File: src/rtl/motor_pkg.sv
// ---------------------------------------------------------------------------
// motor_pkg
// Shared definitions for the H-bridge PWM driver: motor command encodings,
// per-channel state encodings and the bridge pin decode helper.
// No ports (package).
// ---------------------------------------------------------------------------
package motor_pkg;

    typedef enum logic [1:0] {
        CMD_COAST = 2'b00,
        CMD_FWD   = 2'b01,
        CMD_REV   = 2'b10,
        CMD_BRAKE = 2'b11
    } cmd_e;

    typedef enum logic [1:0] {
        ST_IDLE  = 2'b00,
        ST_DRIVE = 2'b01,
        ST_DEAD  = 2'b10
    } ch_state_e;

    // Returns {in1, in2} for a driving command. Brake holds both inputs high
    // and ignores the PWM phase; coast releases both.
    function automatic logic [1:0] pin_decode(input logic [1:0] cmd,
                                              input logic       pwm_on);
        logic [1:0] pins;
        case (cmd)
            CMD_FWD:   pins = {pwm_on, 1'b0};
            CMD_REV:   pins = {1'b0, pwm_on};
            CMD_BRAKE: pins = 2'b11;
            default:   pins = 2'b00;
        endcase
        return pins;
    endfunction

endpackage

File: src/rtl/hbridge_channel.sv
// ---------------------------------------------------------------------------
// hbridge_channel
// One H-bridge channel: command sample register, period-aligned duty latch,
// IDLE/DRIVE/DEAD state machine with dead-time counter, registered pins.
//
// Ports:
//   clk, reset   clock, synchronous active-high reset
//   enable       global drive enable; low forces IDLE and pins low
//   wrap         high on the cycle whose edge brings the PWM counter to 0
//   cnt          shared PWM counter
//   cmd          motor command (coast/fwd/rev/brake)
//   duty         requested duty, latched at wrap
//   in1, in2     registered bridge inputs
//   busy         high while the channel is in dead time
// ---------------------------------------------------------------------------
module hbridge_channel
    import motor_pkg::*;
#(
    parameter int CNT_W    = 8,
    parameter int DEAD_CYC = 16
) (
    input  logic             clk,
    input  logic             reset,
    input  logic             enable,
    input  logic             wrap,
    input  logic [CNT_W-1:0] cnt,
    input  logic [1:0]       cmd,
    input  logic [CNT_W-1:0] duty,
    output logic             in1,
    output logic             in2,
    output logic             busy
);

    localparam int DW = (DEAD_CYC > 1) ? $clog2(DEAD_CYC) : 1;
    localparam logic [DW-1:0] DEAD_LOAD = DW'(DEAD_CYC - 1);

    logic [1:0]       cmd_q, cmd_d;
    logic [CNT_W-1:0] duty_lat_q, duty_lat_d;
    ch_state_e        state_q, state_d;
    logic [1:0]       cur_q, cur_d;
    logic [1:0]       pend_q, pend_d;
    logic [DW-1:0]    dead_q, dead_d;
    logic [1:0]       pins_q, pins_d;
    logic             pwm_on;

    assign pwm_on = (cnt < duty_lat_q);

    always_comb begin
        cmd_d      = cmd;
        duty_lat_d = wrap ? duty : duty_lat_q;
        state_d    = state_q;
        cur_d      = cur_q;
        pend_d     = pend_q;
        dead_d     = dead_q;

        if (!enable) begin
            state_d = ST_IDLE;
            dead_d  = '0;
        end else begin
            case (state_q)
                ST_IDLE: begin
                    if (cmd_q != CMD_COAST) begin
                        state_d = ST_DRIVE;
                        cur_d   = cmd_q;
                    end
                end
                ST_DRIVE: begin
                    if (cmd_q == CMD_COAST) begin
                        state_d = ST_IDLE;
                    end else if (cmd_q != cur_q) begin
                        state_d = ST_DEAD;
                        pend_d  = cmd_q;
                        dead_d  = DEAD_LOAD;
                    end
                end
                ST_DEAD: begin
                    if (cmd_q == CMD_COAST) begin
                        state_d = ST_IDLE;
                        dead_d  = '0;
                    end else if (dead_q == '0) begin
                        // A command change on this final cycle is picked up
                        // from DRIVE on the next cycle as a fresh reversal.
                        state_d = ST_DRIVE;
                        cur_d   = pend_q;
                    end else begin
                        // Retargeting during dead time keeps the count running.
                        pend_d = cmd_q;
                        dead_d = dead_q - DW'(1);
                    end
                end
                default: begin
                    state_d = ST_IDLE;
                end
            endcase
        end

        // Pins follow the next state so they change on the same edge as the
        // state register; this makes the zero window exactly DEAD_CYC long.
        pins_d = (state_d == ST_DRIVE) ? pin_decode(cur_d, pwm_on) : 2'b00;
    end

    always_ff @(posedge clk) begin
        if (reset) begin
            cmd_q      <= 2'b00;
            duty_lat_q <= '0;
            state_q    <= ST_IDLE;
            cur_q      <= 2'b00;
            pend_q     <= 2'b00;
            dead_q     <= '0;
            pins_q     <= 2'b00;
        end else begin
            cmd_q      <= cmd_d;
            duty_lat_q <= duty_lat_d;
            state_q    <= state_d;
            cur_q      <= cur_d;
            pend_q     <= pend_d;
            dead_q     <= dead_d;
            pins_q     <= pins_d;
        end
    end

    assign in1  = pins_q[1];
    assign in2  = pins_q[0];
    assign busy = (state_q == ST_DEAD);

endmodule

File: src/rtl/hbridge_pwm_driver.sv
// ---------------------------------------------------------------------------
// hbridge_pwm_driver
// Two-channel H-bridge PWM driver with shoot-through-safe direction reversal.
// Holds the shared prescaler, PWM counter and period_start strobe, and two
// independent hbridge_channel instances.
//
// Ports:
//   clk, reset          clock, synchronous active-high reset
//   enable              global drive enable
//   cmd_a, cmd_b        per-motor commands (00 coast, 01 fwd, 10 rev, 11 brake)
//   duty_a, duty_b      per-motor duty, applied from the next PWM period
//   a_in1/a_in2         bridge A inputs
//   b_in1/b_in2         bridge B inputs
//   a_busy, b_busy      channel in dead time
//   period_start        one-clk pulse when the PWM counter wraps to 0
// ---------------------------------------------------------------------------
module hbridge_pwm_driver
    import motor_pkg::*;
#(
    parameter int PRESCALE = 4,
    parameter int DEAD_CYC = 16,
    parameter int CNT_W    = 8
) (
    input  logic             clk,
    input  logic             reset,
    input  logic             enable,
    input  logic [1:0]       cmd_a,
    input  logic [1:0]       cmd_b,
    input  logic [CNT_W-1:0] duty_a,
    input  logic [CNT_W-1:0] duty_b,
    output logic             a_in1,
    output logic             a_in2,
    output logic             b_in1,
    output logic             b_in2,
    output logic             a_busy,
    output logic             b_busy,
    output logic             period_start
);

    localparam int PW = (PRESCALE > 1) ? $clog2(PRESCALE) : 1;
    localparam logic [PW-1:0] PRESC_TC = PW'(PRESCALE - 1);

    logic [PW-1:0]    presc_q, presc_d;
    logic [CNT_W-1:0] cnt_q, cnt_d;
    logic             period_start_q, period_start_d;
    logic             tick;
    logic             wrap;

    assign tick = (presc_q == PRESC_TC);
    // High on the cycle whose closing edge brings the counter back to 0.
    assign wrap = tick && (cnt_q == {CNT_W{1'b1}});

    always_comb begin
        presc_d        = tick ? '0 : presc_q + PW'(1);
        cnt_d          = tick ? cnt_q + CNT_W'(1) : cnt_q;
        period_start_d = wrap;
    end

    always_ff @(posedge clk) begin
        if (reset) begin
            presc_q        <= '0;
            cnt_q          <= '0;
            period_start_q <= 1'b0;
        end else begin
            presc_q        <= presc_d;
            cnt_q          <= cnt_d;
            period_start_q <= period_start_d;
        end
    end

    assign period_start = period_start_q;

    hbridge_channel #(
        .CNT_W    (CNT_W),
        .DEAD_CYC (DEAD_CYC)
    ) u_chan_a (
        .clk    (clk),
        .reset  (reset),
        .enable (enable),
        .wrap   (wrap),
        .cnt    (cnt_q),
        .cmd    (cmd_a),
        .duty   (duty_a),
        .in1    (a_in1),
        .in2    (a_in2),
        .busy   (a_busy)
    );

    hbridge_channel #(
        .CNT_W    (CNT_W),
        .DEAD_CYC (DEAD_CYC)
    ) u_chan_b (
        .clk    (clk),
        .reset  (reset),
        .enable (enable),
        .wrap   (wrap),
        .cnt    (cnt_q),
        .cmd    (cmd_b),
        .duty   (duty_b),
        .in1    (b_in1),
        .in2    (b_in2),
        .busy   (b_busy)
    );

endmodule
File: config.mk
export PLATFORM = sky130hd
export DESIGN_NAME = hbridge_pwm_driver
export DESIGN_NICKNAME = d
export VERILOG_FILES = /design/src/rtl/motor_pkg.sv /design/src/rtl/hbridge_channel.sv /design/src/rtl/hbridge_pwm_driver.sv
export SDC_FILE = /design/constraint.sdc
export NUM_CORES = 1
export LEC_CHECK = 0
export CORE_ASPECT_RATIO = 0.75
export CORE_UTILIZATION = 40
export DETAILED_ROUTE_END_ITERATION = 7
export GPL_TIMING_DRIVEN = 1
export PLACE_DENSITY_LB_ADDON = 0.12
export SYNTH_ARGS = -nofsm -noshare
export SYNTH_HDL_FRONTEND = slang
export SYNTH_SLANG_ARGS = --single-unit
File: constraint.sdc
create_clock -name clk -period 2.2 [get_ports clk]
set_input_delay 0.22 -clock clk [delete_from_list [all_inputs] [get_ports clk]]
set_output_delay 0.22 -clock clk [all_outputs]
set_load 0.01 [all_outputs]
Word level (Yosys, flattened, before mapping)
Index checks and enable logic that the tools add are counted.

Input bits: 23. Output and inout bits: 7. Register bits: 55. Word-level logic and storage cells: 117.

Magnitude comparators: 2. Equal/unequal tests: 26. $add $sub $neg: 4. Multiplexer cells: 46. Bitwise logic cells: 3. Reductions and logical operators: 19.

Operators with widths (count): $mux W2 (28); $mux W4 (8); $pmux W2 S3 (4); $lt A8 B8 Y1 (2); $pmux W2 S2 (4); $pmux W4 S2 (2); $eq A2 B2 Y1 const B (7); $eq A2 B1 Y1 const B (6); $ne A2 B2 Y1 const B (6); $reduce_and A6 Y1 (2); $add A8 B1 Y8 const B (1); $eq A8 B8 Y1 const B (1); $logic_not A2 Y1 (4); $logic_not A4 Y1 (2); $reduce_and A4 Y1 (2); $reduce_bool A2 Y1 (4); $reduce_or A2 Y1 (4); $sub A4 B1 Y4 const B (2); $ne A3 B2 Y1 const B (2); $ne A2 B1 Y1 const B (2); $ne A2 B2 Y1 (2); $not A1 Y1 (3); $add A2 B1 Y2 const B (1); $logic_and A1 B1 Y1 (1).

Depth between registers and ports, before layout
Gate-level depths: netlist (run 1).

Depth after elaboration: 8. Depth in mapped cells: 8. Depth with buffers taken out: 7.

By module
A second synthesis (run 1) with hierarchy kept.

Cells, all modules: 375. Area total of the unflattened synthesis: 3226.8 µm².

Modules (own cells, without submodules): hbridge_channel (u_chan_a) (times used 1, area each 1392.6 µm², cells each 164, seq. area each 440.4 µm²); hbridge_channel (u_chan_b) (times used 1, area each 1377.6 µm², cells each 164, seq. area each 440.4 µm²); hbridge_pwm_driver (times used 1, area each 456.7 µm², cells each 47, seq. area each 220.2 µm²).

Worst setup path before layout (run 1)
OpenSTA, ideal clock, no wires.

Path type: register to register. From: reg presc_q[0]. To: reg u_chan_b.duty_lat_q[0]. Buffers on the path: 2. Period minus slack after synthesis: 1.731 ns. Data required time: 2.072 ns. Cell stages (with the launch flop): 9. Setup slack: 0.469 ns. Setup time: 0.128 ns. Data arrival time: 1.603 ns. Cell sequence: dfxtp_1 ha_1 buf_2 and3_1 nand2_1 nor2_2 buf_6 mux2i_1 nor2_1.

Longest elaborated chain between the ends: 2.

Ends and longest elaborated chain: from (decl) (line hbridge_pwm_driver.sv:43) `logic [PW-1:0] presc_q, presc_d;`; from (signal assigned) (line hbridge_pwm_driver.sv:65) `presc_q <= presc_d;`; $eq A2 B2 Y1 (line hbridge_pwm_driver.sv:49) `assign tick = (presc_q == PRESC_TC);`; $logic_and A1 B1 Y1 (line hbridge_pwm_driver.sv:51) `assign wrap = tick && (cnt_q == {CNT_W{1'b1}});`; to (signal assigned) (line hbridge_channel.sv:113) `duty_lat_q <= duty_lat_d;`; to (decl) (line hbridge_channel.sv:38) `logic [CNT_W-1:0] duty_lat_q, duty_lat_d;`.

Every way passes these cells. A chain may end at the register's enable or synchronous reset.

Worst setup path in the final report (run 1)
From: reg u_chan_a.state_q[0]. To: out a_busy.

Longest elaborated chain between the ends: 1.

Ends and longest elaborated chain: from (decl) (line hbridge_channel.sv:39) `ch_state_e state_q, state_d;`; from (signal assigned) (line hbridge_channel.sv:114) `state_q <= state_d;`; $eq A2 B2 Y1 (line hbridge_channel.sv:124) `assign busy = (state_q == ST_DEAD);`; to (decl) (line hbridge_pwm_driver.sv:35) `output logic a_busy,`.

Every way passes these cells.

==> results of run 1 <==
layer usage:
layer	up-vias	part of all wire, %	wire length (microns)
met4	0	0.74	48
met5	-	0	0
met3	5	5.0	327
li1	1266	-	-
met1	1136	55	3582
met2	63	39	2541
worst max-delay path, stage by stage (launching register included):
cell	delay [ps]
dfxtp_1	370
inv_1	90
ha_1	270
buf_4	190
clkdlybuf4s50_1	530
placed cells by master, fill, tap and decap left out, types with 5 or more instances in the layout:
cell             netlist  layout
ha_1                  28      28
buf_4                  0       9
xnor2_1                5       5
o21ai_1                9       9
clkbuf_8               0       5
clkdlybuf4s50_1        0      29
nor2_1                38      38
o21ai_0               14      14
a21oi_1               12      12
dfxtp_1               55      55
inv_1                 31      31
nand2_1               20      20
nor2b_1                8       8
mux2i_1               21      21
nor3_1                 5       5
a31oi_1                5       5
nand4_1                5       5
a211oi_1               5       5
final timing paths:
kind / cells after the start / endpoint / slack (ps) / from
worst max-delay path: 4 / a_busy / 210 / u_chan_a.state_q[0]
worst max register to register: 8 / u_chan_a.pins_q[0] / 280 / u_chan_a.state_q[0]
worst min-delay path: 1 / presc_q[0] / 440 / presc_q[0]
worst min register to register: 1 / presc_q[0] / 440 / presc_q[0]
cell type report:
cell class              count  area share (%)
multi-input cells         241           49.30
flip-flops and latches     55           30.73
repair buffers             38           9.986
well taps                 101           3.527
inverters                  31           3.247
clock buffers               5           1.920
clock inverters             3           1.292
logic make-up after synthesis:
kind of cell	Yosys count	share of synthesized area, %
xor+xnor	9	2.586
flops	55	36.12
buf+inv	44	5.911
fa+ha+maj	28	11.49
simple gates	99	16.87
mux	25	8.374
compound gates	80	18.64
sequential cells by signal, summed over array words and instances (netlist names):
signal	flops
u_chan_b.duty_lat_q	8
u_chan_b.cmd_q	2
u_chan_a.dead_q	4
u_chan_b.pins_q	2
u_chan_a.cur_q	2
u_chan_a.pend_q	2
period_start	1
cnt_q	8
u_chan_a.cmd_q	2
u_chan_a.state_q	2
u_chan_b.pend_q	2
u_chan_b.cur_q	2
u_chan_a.duty_lat_q	8
u_chan_a.pins_q	2
u_chan_b.dead_q	4
u_chan_b.state_q	2
presc_q	2
power by group through the flow:
stage / Combinational (uW) / Sequential, uW / Clock (uW)
2_1_floorplan: 202 / 1060 / 0
3_3_place_gp: 285 / 1080 / 0
3_5_place_dp: 288 / 1080 / 0
4_1_cts: 290 / 1050 / 714
5_1_grt: 325 / 1060 / 765
6_report: 291 / 1050 / 694
per-stage QoR:
step | hold WS, ps | setup slack, ps | utilization (%) | cells
after detailed placement | 428.1 | 231.6 | 47.09 | 466
final | 437.3 | 211.9 | 48.66 | 474
after floorplan | 348.2 | 469.2 | - | 340
after global routing | 449.4 | 85.64 | 48.66 | 474
after global placement | 411.9 | 307.9 | 47.09 | 466
after CTS | 443.4 | 210.0 | 48.66 | 474
==> impl_metrics.json, run 1 <==
{
  "skew_ps": 16.48,
  "drt_pass1_iterations": 4,
  "synthesis.area_sq_mm": 0.003048,
  "grt_first_pass_wirelength_mm": 11.24,
  "syn_to_final_growth_pct": 17.57,
  "setup_tns_ps": 0,
  "tightest_slew_ps": 437.3,
  "p_comb_share_pct": 14.3,
  "insertion_delay_ps": 320,
  "cts_setup_buffers": 0,
  "globalRouteOverflowTotal": 0,
  "synth_top_area_share_pct": 36.12,
  "ys_seq_elements": 55,
  "fin_crit_sh_pct": 90.37,
  "maxSlewHeadroom_pct": 70.65,
  "regArea_sq_mm": 0.001101,
  "syn_inst": 340,
  "route.detailed.drc": 0,
  "routedWlPerCell_microns": 13.71,
  "power.switching_uw": 532.0,
  "antenna_found_initial": 0,
  "path_clk_slew_ps": 110,
  "power_density_mw_per_mm2": 569.0,
  "vdd_ir_drop_max_mv": 0.2803,
  "pin_count": 30,
  "grt_use_total_pct": 17.69,
  "via_count": 2470,
  "final_antenna_net_count": 0,
  "crit_type": "reg -> out",
  "start_util_pct": 41.39,
  "gr-usage-met3_pct": 2.973,
  "internal-power_uw": 1507,
  "grt_use_met2_pct": 25.07,
  "critPathMaxFanout": 6,
  "yosysMostFrequentCell": "dfxtp_1",
  "clk_path_buf_depth": 2,
  "start_kind": "flop",
  "wirelength_mm": 6.499,
  "fmax_mhz": 503.0,
  "arrival_ps": 1770,
  "total_power_uw": 2039,
  "ys_seq_area_share_pct": 36.12,
  "synth_flop_cell": "dfxtp_1",
  "end_kind": "output pin",
  "yosys.area.top_type": "dfxtp_1",
  "cts_tree": "done",
  "drtIter0Drc": 123,
  "antennaDiodeCount": 0,
  "syn_nets": 391,
  "die_h_microns": 77.60,
  "multiInputGateArea_sq_mm": 0.001767,
  "place_congestion": 0.8365,
  "leakagePower_uw": 0.001342,
  "synth_top_cells_by_count": "55 x dfxtp_1, 38 x nor2_1, 31 x inv_1, 28 x ha_1, 21 x mux2i_1",
  "final_hold_viol_count": 0,
  "fp.dieW_microns": 102.8,
  "grt_start_max_net_pins": 40,
  "avgSynthCellArea_sq_um": 8.964,
  "ctsHoldBuffers": 0,
  "yosysWarnings": 0,
  "rsz0062_at_grt": "no",
  "clock_power_share_pct": 34.0,
  "async_flop_share_pct": 0,
  "finalSetupViolCount": 0,
  "cts_num_sinks": 55,
  "period_minus_slack_ps": 1988,
  "cts.repair.resized": 0,
  "fillerInstances": 743,
  "dieArea_sq_mm": 0.007976,
  "critical_path_required_ps": 1980,
  "p_sw_share_pct": 26.09,
  "synth_top_cells_by_area": "dfxtp_1 36%, ha_1 11%, mux2i_1 6.9%, nor2_1 4.7%, inv_1 3.8%",
  "synth-edff-count": 0,
  "nets": 423,
  "design.core.area_sq_mm": 0.007365,
  "grt_pass1_vias": 2350,
  "grt_busiest_layer": "met1",
  "drv_cap": 0,
  "ys_types": 55,
  "cts-buffers-inserted": 5,
  "maxSlewViolCount": 0,
  "viasPerCell": 5.211,
  "row_count": 27,
  "hpwl_mm": 4.816,
  "clock-root-buffer": "clkbuf_8",
  "portBuffers": 29,
  "fin_area_sq_mm": 0.003583,
  "place_area_sq_mm": 0.003468,
  "h-tree-depth": 2,
  "use_met1_pct": 27.24,
  "seq_power_share_pct": 51.7,
  "outcome": "finished, final reports clean",
  "hold_class": "reg -> reg",
  "layout-drive-gt1-share_pct": 7.507
}
(Power assumes the default switching activity.)
==> run 2: changes to the inputs <==
CORE_ASPECT_RATIO = default   (was 0.75)
clock period = 2.3 ns   (was 2.2 ns; I/O delays follow)
==> run 2 against run 1 <==
Design area decreased by 1.0%. Setup slack improved by 150 ps. Non-clock buffer count decreased by 2. Critical endpoint is now b_busy.
==> impl_metrics.json, run 2 (synthesized netlist as in run 1, its figures left out) <==
{
  "via_count": 2461,
  "arrival_ps": 1700,
  "clock_power_share_pct": 30.5,
  "hold_class": "reg -> reg",
  "fin_crit_sh_pct": 84.09,
  "seq_power_share_pct": 55.0,
  "clock-root-buffer": "clkbuf_8",
  "layout-drive-gt1-share_pct": 6.739,
  "h-tree-depth": 2,
  "place_congestion": 0.7881,
  "nets": 421,
  "vdd_ir_drop_max_mv": 0.3425,
  "antenna_found_initial": 0,
  "route.detailed.drc": 0,
  "period_minus_slack_ps": 1934,
  "p_sw_share_pct": 26.12,
  "syn_to_final_growth_pct": 16.34,
  "fmax_mhz": 517.1,
  "hold_depth": 1,
  "insertion_delay_ps": 300,
  "p_comb_share_pct": 14.5,
  "cts_num_sinks": 55,
  "clk_path_buf_depth": 2,
  "routedWlPerCell_microns": 13.08,
  "start_util_pct": 41.80,
  "rsz0062_at_grt": "no",
  "portBuffers": 29,
  "crit_type": "reg -> out",
  "tightest_slew_ps": 424.9,
  "largestRegisters": "cnt_q: 8 flops, u_chan_a.duty_lat_q: 8 flops, u_chan_b.duty_lat_q: 8 flops",
  "row_count": 31,
  "maxSlewViolCount": 0,
  "cts.repair.resized": 0,
  "power_density_mw_per_mm2": 518.2,
  "antennaDiodeCount": 0,
  "end_kind": "output pin",
  "outcome": "finished, final reports clean",
  "ctsHoldBuffers": 0,
  "grt_start_max_net_pins": 40,
  "internal-power_uw": 1358,
  "layout_commonest_cell": "dfxtp_1",
  "skew_ps": 6.951,
  "globalRouteOverflowTotal": 0,
  "final_antenna_net_count": 0,
  "critical_path_required_ps": 2070,
  "place_area_sq_mm": 0.003451,
  "critPathSlowestCell": "clkdlybuf4s50_1",
  "layout_common_cells": "55 x dfxtp_1, 38 x nor2_1, 31 x inv_1, 29 x clkdlybuf4s50_1, 28 x ha_1",
  "hpwl_mm": 4.563,
  "viasPerCell": 5.236,
  "power.switching_uw": 480.0,
  "drtIter0Drc": 48,
  "drv_cap": 0,
  "grt_first_pass_wirelength_mm": 10.62,
  "fin_area_sq_mm": 0.003546,
  "wirelength_mm": 6.149,
  "design.core.area_sq_mm": 0.007292,
  "leakagePower_uw": 0.001325,
  "cts_setup_buffers": 0,
  "critPathTopFamily": "buffers and inverters",
  "drt_pass1_iterations": 4,
  "critPathMaxFanout": 7,
  "die_h_microns": 89.29,
  "cp_num_cells": 3,
  "cp_slowest_stage_delay_ps": 590,
  "maxSlewHeadroom_pct": 71.30,
  "cts-buffers-inserted": 5,
  "cts_tree": "done",
  "worst-path-buf-inv": 2,
  "start_kind": "flop",
  "setup_tns_ps": 0,
  "pin_count": 30,
  "dieArea_sq_mm": 0.007973,
  "final_hold_viol_count": 0,
  "finalSetupViolCount": 0,
  "crit_chain": "inv_1 > ha_1 > clkdlybuf4s50_1",
  "path_clk_slew_ps": 100,
  "grt_use_total_pct": 16.99,
  "ff2ff_path_depth": 7,
  "fp.dieW_microns": 89.29,
  "grt_pass1_vias": 2464
}
-- run 2: cell count changes in the layout (fill, tap and decap cells not counted) --
cell / change
inv_6: -1
clkbuf_1: +1
clkbuf_8: +1
clkinv_4: +1
clkinvlp_4: -1
buf_4: -2
bufinv_16: -1
-- run 2: final timing paths --
path / start / to / slack (ps)
setup / recovery: u_chan_b.state_q[0] / b_busy / 370
hold / removal: presc_q[0] / presc_q[0] / 440
setup reg to reg: u_chan_b.state_q[0] / u_chan_b.pins_q[0] / 370
hold reg to reg: presc_q[0] / presc_q[0] / 440
-- run 2: area by class of cell --
| class | count | area, sq um |
|---|---|---|
| repair buffers | 36 | 342.8 |
| fillers | 738 | 3746 |
| flip-flops and latches | 55 | 1101 |
| multi-input cells | 241 | 1767 |
| clock buffers | 7 | 86.33 |
| clock inverters | 1 | 8.758 |
| well taps | 99 | 123.9 |
| inverters | 31 | 116.4 |
-- run 2: power groups by stage --
stage / clock [uW] / sequential, uW / combinational [uW]
floorplan: 0 / 1020 / 193
global placement: 0 / 1030 / 266
detailed placement: 0 / 1030 / 267
CTS: 586 / 1010 / 268
global route: 621 / 1020 / 299
finish: 560 / 1010 / 267
-- run 2: metrics by stage --
step           hold slack [ps]  worst slack, ps  power (uW)  utilization, %  std cells
2_1_floorplan            358.2            569.2        1210               -        340
3_3_place_gp             413.4            283.5        1298           47.32        462
3_5_place_dp             422.9            243.0        1300           47.32        462
4_1_cts                  437.8            367.5        1865           48.63        470
5_1_grt                  457.1            151.7        1936           48.63        470
6_report                 440.9            366.0        1838           48.63        470
-- run 2: worst reg2reg max path, stage by stage, from the launching register on --
cell and delay, ps:
dfxtp_1 350, inv_1 130, ha_1 330, inv_1 170, o311ai_2 310, nor4b_4 250, o41ai_1 140, a211oi_1 170
-- run 2: per-layer routing --
layer  part of all wire (%)  routed length, microns  vias up  global-route usage [%]
li1                       -                       -     1257                       -
met1                     46                    2845     1160                   20.05
met4                    1.5                      95        0                   5.051
met3                    2.5                     153        8                   3.139
met2                     50                    3054       36                   31.23
met5                      0                       0        -                       0
==> run 3: changes to the inputs <==
clock period = 1.99 ns   (was 2.3 ns; I/O delays follow)
==> run 3 against run 2 <==
Routed wire length grew 1.1%. Clock power grew 41%. Sequential power grew 15%. Largest power group unchanged. Critical path depth grew 1.
==> impl_metrics.json, run 3 (synthesized netlist as in run 1, its figures left out) <==
{
  "outcome": "finished, final reports clean",
  "fin_crit_sh_pct": 93.96,
  "final_antenna_net_count": 0,
  "hpwl_mm": 4.540,
  "seq_power_share_pct": 50.9,
  "pin_count": 30,
  "cts_tree": "done",
  "final_hold_viol_count": 0,
  "hold_class": "in -> reg",
  "period_minus_slack_ps": 1870,
  "routedWlPerCell_microns": 13.09,
  "critPathSlowestCell": "clkdlybuf4s50_1",
  "dieArea_sq_mm": 0.007973,
  "critPathTopFamily": "buffers and inverters",
  "p_comb_share_pct": 14.6,
  "pre_cts_ws_ps": 96.71,
  "layout-drive-gt1-share_pct": 10.37,
  "wirelength_mm": 6.218,
  "route.detailed.drc": 0,
  "place_congestion": 0.7809,
  "crit_chain": "inv_1 > ha_1 > buf_4 > clkdlybuf4s50_1",
  "maxSlewViolCount": 0,
  "portBuffers": 29,
  "skew_ps": 9.241,
  "globalRouteOverflowTotal": 0,
  "largestRegisters": "cnt_q: 8 flops, u_chan_a.duty_lat_q: 8 flops, u_chan_b.duty_lat_q: 8 flops",
  "die_h_microns": 89.29,
  "fillerInstances": 726,
  "worst-path-buf-inv": 3,
  "arrival_ps": 1670,
  "start_util_pct": 41.80,
  "drv_cap": 0,
  "setup_tns_ps": 0,
  "maxSlewHeadroom_pct": 71.55,
  "grt_pass1_vias": 2408,
  "vdd_ir_drop_max_mv": 0.4515,
  "drt_pass1_iterations": 4,
  "clk_path_buf_depth": 2,
  "grt_start_max_net_pins": 40,
  "clock_power_share_pct": 34.5,
  "start_kind": "flop",
  "path_clk_slew_ps": 110,
  "insertion_delay_ps": 320,
  "row_count": 31,
  "h-tree-depth": 2,
  "grt_first_pass_wirelength_mm": 10.67,
  "internal-power_uw": 1678,
  "hold_slack_ps": 419.7,
  "place_inst": 467,
  "cts-buffers-inserted": 5,
  "tightest_slew_ps": 426.8,
  "fmax_mhz": 534.8,
  "power.switching_uw": 608.2,
  "antennaDiodeCount": 0,
  "place_area_sq_mm": 0.003501,
  "fin_cells": 475,
  "critPathMaxFanout": 6,
  "crit_type": "reg -> out",
  "drtIter0Drc": 77,
  "ctsHoldBuffers": 0,
  "grt_use_total_pct": 17.31,
  "cp_slowest_stage_delay_ps": 530,
  "fp.dieW_microns": 89.29,
  "critical_path_required_ps": 1790,
  "power_density_mw_per_mm2": 622.2,
  "viasPerCell": 5.162,
  "fin_ws_ps": 120.2,
  "layout_commonest_cell": "dfxtp_1",
  "fin_area_sq_mm": 0.003675,
  "syn_to_final_growth_pct": 20.57,
  "via_count": 2452,
  "p_sw_share_pct": 26.60,
  "end_kind": "output pin",
  "finalSetupViolCount": 0,
  "leakagePower_uw": 0.001375,
  "layout_common_cells": "53 x dfxtp_1, 38 x nor2_1, 29 x inv_1, 29 x clkdlybuf4s50_1, 26 x ha_1",
  "design.core.area_sq_mm": 0.007292,
  "nets": 426,
  "clock-root-buffer": "clkbuf_8",
  "antenna_found_initial": 0,
  "cts_num_sinks": 55
}
## run 3: changes by cell type in the layout (fill, tap and decap cells not counted), sizes merged
cell	change
buf	+5
bufinv	+1
clkbuf	-2
inv	+1
## run 3: power by group through the flow
| stage | sequential, uW | clock, uW | combinational, uW |
|---|---|---|---|
| after global routing | 1170 | 859 | 374 |
| after global placement | 1190 | 0 | 317 |
| after CTS | 1160 | 817 | 320 |
| after detailed placement | 1190 | 0 | 318 |
| final | 1160 | 788 | 335 |
| after floorplan | 1180 | 0 | 223 |
## run 3: final cells by class
| type | count | area, sq um | area share (%) |
|---|---|---|---|
| inverter | 31 | 116.4 | 3.167 |
| sequential | 55 | 1104 | 30.03 |
| clock buffer | 5 | 68.82 | 1.873 |
| timing repair buffer | 41 | 392.9 | 10.69 |
| multi-input combinational | 241 | 1822 | 49.57 |
| tap | 99 | 123.9 | 3.371 |
| clock inverter | 3 | 47.55 | 1.294 |
## run 3: stage by stage
step	util, %	total power, uW
2_1_floorplan	-	1398
4_1_cts	49.61	2300
3_3_place_gp	48.01	1505
3_5_place_dp	48.01	1506
5_1_grt	50.39	2403
6_report	50.39	2286
## run 3: final timing paths
path | from | endpoint | slack [ps] | cells past startpoint
setup / recovery | u_chan_b.state_q[0] | b_busy | 120 | 4
hold / removal | cmd_a[1] | u_chan_a.cmd_q[1] | 420 | 2
setup reg to reg | u_chan_b.dead_q[0] | u_chan_b.pins_q[1] | 150 | 7
hold reg to reg | presc_q[0] | presc_q[0] | 430 | 1
## run 3: repair_timing
action,4_1_cts,5_1_grt
endpoints found under the setup margin,0,11
setup buffers,0,0
resized for setup,0,13
## run 3: per-layer routing
| layer | track usage, % | share of wire, % | up-vias |
|---|---|---|---|
| li1 | - | - | 1262 |
| met1 | 20.45 | 47 | 1152 |
| met2 | 31.30 | 50 | 33 |
| met3 | 3.047 | 2.2 | 5 |
| met4 | 6.349 | 0.85 | 0 |
| met5 | 0 | 0 | - |
## run 3: worst register-to-register path, stage by stage, from the launching register on
cell      delay (ps)
dfxtp_2          350
inv_2             90
ha_4             140
or3b_4           400
o311ai_4         230
nor4b_4          260
o41ai_2          120
a211oi_1         170
